## config.mk

```make
export PLATFORM = sky130hd
export DESIGN_NAME = dmem_arbiter
export DESIGN_NICKNAME = d
export VERILOG_FILES = /design/src/rtl/dmem_arbiter.sv
export SDC_FILE = /design/constraint.sdc
export NUM_CORES = 1
export LEC_CHECK = 0
export CAP_MARGIN = 20
export CORE_AREA = 2 2 121 123
export DETAILED_ROUTE_END_ITERATION = 10
export DIE_AREA = 0 0 123 125
export PLACE_DENSITY = 0.63
export SLEW_MARGIN = 5
export SYNTH_ARGS = -nofsm -noshare
export SYNTH_HDL_FRONTEND = slang
export SYNTH_SLANG_ARGS = --single-unit
```

## constraint.sdc

```tcl
create_clock -name clk -period 2.19 [get_ports clk]
set_clock_uncertainty 0.15 [all_clocks]
set_input_delay 0.219 -clock clk [delete_from_list [all_inputs] [get_ports clk]]
set_output_delay 0.219 -clock clk [all_outputs]
set_load 0.1 [all_outputs]
```

## src/rtl/dmem_arbiter.sv

```systemverilog
// Two-master arbiter for the data memory port: mina core (CPU) and debug/loader (DBG).
// Grants are combinational; read-return valid is registered and steered to the read's issuer.
module dmem_arbiter #(
    parameter int unsigned CPU_PRIORITY  = 1,
    parameter int unsigned MAX_CPU_BURST = 8
) (
    input  logic        clk,
    input  logic        rst_n,

    input  logic        cpu_req,
    input  logic [31:0] cpu_addr,
    input  logic [31:0] cpu_wrdata,
    input  logic [3:0]  cpu_wrstb,
    output logic        cpu_gnt,
    output logic [31:0] cpu_rddata,
    output logic        cpu_rvalid,

    input  logic        dbg_req,
    input  logic [31:0] dbg_addr,
    input  logic [31:0] dbg_wrdata,
    input  logic [3:0]  dbg_wrstb,
    output logic        dbg_gnt,
    output logic [31:0] dbg_rddata,
    output logic        dbg_rvalid,

    output logic [31:0] mem_addr,
    output logic [31:0] mem_wrdata,
    output logic [3:0]  mem_wrstb,
    input  logic [31:0] mem_rddata
);

    typedef enum logic {
        OWN_CPU = 1'b0,
        OWN_DBG = 1'b1
    } owner_t;

    localparam logic [7:0] BURST_LIMIT = 8'(MAX_CPU_BURST);

    owner_t      last_gnt;
    logic [7:0]  streak;
    logic [7:0]  streak_nxt;
    logic        pend_valid;
    owner_t      pend_owner;

    logic        cpu_win;
    logic        dbg_win;
    logic        any_win;
    logic        rd_grant;

    // Grants are gated by rst_n so nothing reaches dmem while reset is held.
    always_comb begin
        cpu_win = 1'b0;
        dbg_win = 1'b0;
        if (rst_n) begin
            if (cpu_req && dbg_req) begin
                if (CPU_PRIORITY != 0) begin
                    if (streak == BURST_LIMIT) dbg_win = 1'b1;
                    else                       cpu_win = 1'b1;
                end else begin
                    if (last_gnt == OWN_CPU) dbg_win = 1'b1;
                    else                     cpu_win = 1'b1;
                end
            end else begin
                cpu_win = cpu_req;
                dbg_win = dbg_req;
            end
        end
    end

    assign cpu_gnt = cpu_win;
    assign dbg_gnt = dbg_win;
    assign any_win = cpu_win | dbg_win;

    always_comb begin
        mem_addr   = '0;
        mem_wrdata = '0;
        mem_wrstb  = '0;
        if (cpu_win) begin
            mem_addr   = cpu_addr;
            mem_wrdata = cpu_wrdata;
            mem_wrstb  = cpu_wrstb;
        end else if (dbg_win) begin
            mem_addr   = dbg_addr;
            mem_wrdata = dbg_wrdata;
            mem_wrstb  = dbg_wrstb;
        end
    end

    assign rd_grant = any_win && (mem_wrstb == 4'h0);

    // Streak counts only contested CPU wins; any cycle without dbg_req resets it.
    always_comb begin
        streak_nxt = '0;
        if (cpu_win && dbg_req) begin
            if (streak >= BURST_LIMIT) streak_nxt = BURST_LIMIT;
            else                       streak_nxt = streak + 8'd1;
        end
    end

    always_ff @(posedge clk or negedge rst_n) begin
        if (!rst_n) begin
            last_gnt   <= OWN_DBG;
            streak     <= '0;
            pend_valid <= 1'b0;
            pend_owner <= OWN_CPU;
        end else begin
            if (cpu_win)      last_gnt <= OWN_CPU;
            else if (dbg_win) last_gnt <= OWN_DBG;
            streak     <= streak_nxt;
            pend_valid <= rd_grant;
            pend_owner <= dbg_win ? OWN_DBG : OWN_CPU;
        end
    end

    assign cpu_rvalid = pend_valid && (pend_owner == OWN_CPU);
    assign dbg_rvalid = pend_valid && (pend_owner == OWN_DBG);
    assign cpu_rddata = mem_rddata;
    assign dbg_rddata = mem_rddata;

endmodule

```

==> metrics.cfg <==
[worst_setup_path]
reg2reg_to=pend_valid
crit_top_cell=buf_12
crit_arrival_ns=2.16
cpLargestDelayFamily=simple AND/OR/NAND/NOR gates
r2r_slack_ns=0.27
startpoint_type=register
reg2reg_depth=6
slowest_delay_ns=0.59
worstPathCellList=or4_4, o22ai_4, and2_4, buf_4, buf_12, a22o_2, buf_12
crit_buf_inv=3
endpoint_kind=primary output
critPathSlowestCell=or4_4
r2r_start=streak[5]
required_ns=1.82
worst-setup-path-type=reg2out
cp_max_fo=13

[floorplan]
dieArea_um2=15400
boundaryPins=308
die_w_um=123
start_util=0.115
rows=44
core_area_um2=14200
die_height_um=125

[power_and_ir_drop]
irDropWorstVdd_v=0.000241
cellLeakagePower_nw=2.12
pwr_density_cell_nw_per_um2=410
power_mw=2.06

[finish]
areaGrowthSynthToFinish_pct=209
nets=525
drive_gt1_frac=0.497
final_util=0.354
stdcell_area_um2=5020
n_fill_cell=1399
antennaDiodeCount=0

[status]
violations=negative setup slack
status=complete, but fails checks

[routing]
drtIter0Drc=34
vias_per_cell=4.04
vias=2158
drc_errors=0
drt_wl_total_mm=10.2
drt.antenna.violating_nets=0
wl_per_cell_um=19.0
drt_pre_antenna_iters=4

[timing]
hold_violations=0
slew_violations=0
setup_ws_ns=-0.336
fmax_mhz=396
tns_ns=-21.33
rsz0062_at_grt=true
finalCritPeriodShare=1.15
setup_violations=70
min_period_ns=2.53

[cts]
cts_hold_buf=0
h-tree-depth=1
tritoncts=yes
clock_latency_ns=0.23
clk_pin_slew_ns=0.04
clock_path_buffers=2
root_buffer=clkbuf_16
cts_buffers=3
cts.sinks=10

[yosys]
synthArstFlopShare=1.00
synth.top_cell.area_share=0.366
synth_edf_count=0
synth_area_um2=1630
synthTopCellsByCount=a22o_1, buf_4, dfrtp_1
seq_area_frac_synth=0.154
yosysWarnings=0
synth_top_area_cell=a22o_1
yosysMostFrequentCell=a22o_1
syn_area_per_cell_um2=8.65
synth_area_leaders=a22o_1, buf_4, dfrtp_1, buf_6, buf_2
synth_flop_cell=dfrtp_1
synth_cell_types=26
ys_ff_latch=10
syn_inst=188

[placement]
dp_hpwl_mm=7.42
dpl_cell_area_um2=4470
gp_congestion=0.751
io_buffers=211

[global_route]
grt_pass1_vias=2329
track_usage=0.108
grt_start_max_net_pins=29
antenna_found_initial=0
grt_pass1_wl_mm=12.6
grt_overflow=0

[hold_path]
hp-class=in2async

[job]
max_cap_violations=0

## layout by cell type (no fill, tap or decap), types with 2 or more instances in the layout
master	instances
nor2_1	4
conb_1	4
buf_6	4
clkdlybuf4s50_1	139
inv_1	5
buf_16	2
a22o_2	18
dfrtp_1	10
clkbuf_16	6
buf_12	75
buf_4	10
a22o_4	50
## layout make-up
class / count / area [um^2] / area share
inverter: 6 / 22.5 / 0.00448
multi-input combinational: 96 / 1270 / 0.254
tap: 184 / 230 / 0.0458
sequential: 10 / 250 / 0.0498
clock buffer: 4 / 88.8 / 0.0177
timing repair buffer: 234 / 3160 / 0.628
## flip-flops by register name (all words and copies together) (netlist names)
name / count
pend_valid: 1
pend_owner: 1
streak: 8
## report_power, final
group	total (mW)	internal, mW	switching (mW)
Clock	0.356	0.274	0.0820
Combinational	1.51	0.686	0.826
Sequential	0.194	0.191	0.00226
## metrics by stage
step / hold WS (ns) / instances / worst slack [ns]
after floorplan: -0.227 / 191 / -0.158
after global placement: 0.289 / 518 / -0.103
after detailed placement: 0.289 / 518 / -0.142
after CTS: 0.216 / 525 / -0.318
after global routing: 0.237 / 534 / -0.391
final: 0.217 / 534 / -0.336
## layer usage
metal	wire, um	up-vias	global-route usage
li1	-	960	-
met1	3020	1002	0.0967
met2	5740	173	0.219
met3	1230	23	0.0370
met4	163	0	0.0314
met5	0	-	0
## cells by family (layout without fill, tap and decap cells)
logic type / count (synthesis) / in the layout / synth area share
compound gates: 75 / 75 / 0.404
fa+ha+maj: 2 / 2 / 0.0154
simple gates: 14 / 14 / 0.0500
flops: 10 / 10 / 0.154
buf+inv: 85 / 244 / 0.369
xor+xnor: 1 / 1 / 0.00539
other cells: 1 / 4 / 0.00231
## what timing repair did
item | CTS | global route
endpoints found under the setup margin | 70 | 70
cloned | 2 | 6
gates resized for setup | 18 | 23
pin swaps | 2 | 5
buffers inserted | 1 | 3
## worst reg2reg max path, stage by stage, from the launching register on
cell and delay [ns]:
dfrtp_1 0.35, or4_4 0.59, o21ai_4 0.21, buf_4 0.13, buf_4 0.10, nor3_1 0.04
o2111a_1 0.25
## worst max-delay path by stage
stage                         start             end  slack [ns]  cells after the start
after global routing      streak[1]  mem_wrdata[26]       -0.39                      9
after detailed placement    dbg_req  mem_wrdata[26]       -0.14                      7
final                     streak[5]     mem_addr[6]       -0.34                      7
after global placement      dbg_req  mem_wrdata[26]       -0.10                      7
after floorplan           streak[6]    mem_addr[12]       -0.16                      7
after CTS                 streak[6]   mem_wrdata[2]       -0.32                      6
Note: power is estimated with default switching activity, not from simulation.
==> variant, RTL diff (config.mk and constraints unchanged) <==
Make the reset (`rst_n`) synchronous in one clocked block.
--- a/src/rtl/dmem_arbiter.sv
+++ b/src/rtl/dmem_arbiter.sv
@@ -97,7 +97,7 @@
         end
     end
 
-    always_ff @(posedge clk or negedge rst_n) begin
+    always_ff @(posedge clk) begin
         if (!rst_n) begin
             last_gnt   <= OWN_DBG;
             streak     <= '0;
Check against the original RTL: differs if rst_n is asserted again (counterexample within 4 cycles, from zero or initial values and one cycle with rst_n low); with rst_n held inactive, the same outputs for 10 cycles.
==> variant against the unedited design <==
- the flow still finishes with violations (negative setup slack)
- highest routed layer unchanged
- via count rose by 1.8%
- wire length rose by 17%
- synthesized cell count rose by 1.6%
- largest power group unchanged
- combinational power rose by 6%
- design area rose by 6.1%
- area after synthesis fell by 1.4%
- sequential cell count did not move
- critical path type unchanged
- clock power barely moved
- fmax rose by 7.1%
- total power rose by 4.1%
- sequential power barely moved
- worst setup slack improved by 170 ps
==> variant: results (changes against the unedited design) <==
- Nets: 539 (+2.7%)
- Cell variety after synth: 24 (-7.7%)
- Critical Path Sink: mem_wrdata[18]
- Asr flop ratio synth: 0 (-1.00)
- Worst Hold Class: in2out
- Hold WS: 288 ps (+71.0 ps)
- DR vias/cell: 4.01 (-0.79%)
- Final setup viols: 69 (-1.4%)
- Dpl ws: -100 ps (+42.3 ps)
- Arr. time, crit path: 1990 ps (-170 ps)
- WL/cell: 21.7 um (+14%)
- Inst Count DP: 522 (+0.77%)
- Yosys top cell area share: 0.377 (+0.0106)
- Avg Cell Area, Syn: 8.40 um^2 (-2.9%)
- Setup_tns: -9520 ps (+11,810 ps)
- Initial DRC count: 58 (+71%)
- FF+latch area: 204 um^2 (-18%)
- Worst setup path startpoint: streak[0]
- Worst Slack Setup Final: -168 ps (+168 ps)
- Placer Congestion: 0.785 (+4.5%)
- Worst path top cell family by delay: compound AO/OA/AOI/OAI gates
- Slowest cell on the critical path: dfxtp_2
- Failing checks: negative setup slack
- Largest net degree at the start of global routing: 50 (+72%)
- Status: finished, violations left
variant: changes by cell type after synthesis, moves of 2 or more:
cell,unedited run,this run
dfrtp_1,10,0
dfxtp_1,0,10
buf_2,6,11
clkbuf_1,4,0
and3_1,0,2
and4_1,0,2
inv_1,6,4
nor2b_1,1,3
variant: layer usage:
metal	vias up	part of all wire	global-route usage
li1	1002	-	-
met1	1059	0.37	0.131
met2	130	0.52	0.228
met3	6	0.11	0.0370
met4	0	0.0050	0.00535
met5	-	0	0
variant: logic make-up (layout without fill, tap and decap cells):
group                    after synthesis  in the layout  synth area share
AND/OR/NAND/NOR                       18             19            0.0718
adder cells (fa/ha/maj)                2              2            0.0156
AO/OA/AOI/OAI                         74             74             0.397
other                                  1              4           0.00234
buffers and inverters                 84            253             0.376
multiplexers                           1              1           0.00702
flip-flops                            10             10             0.125
XOR/XNOR                               1              1           0.00546
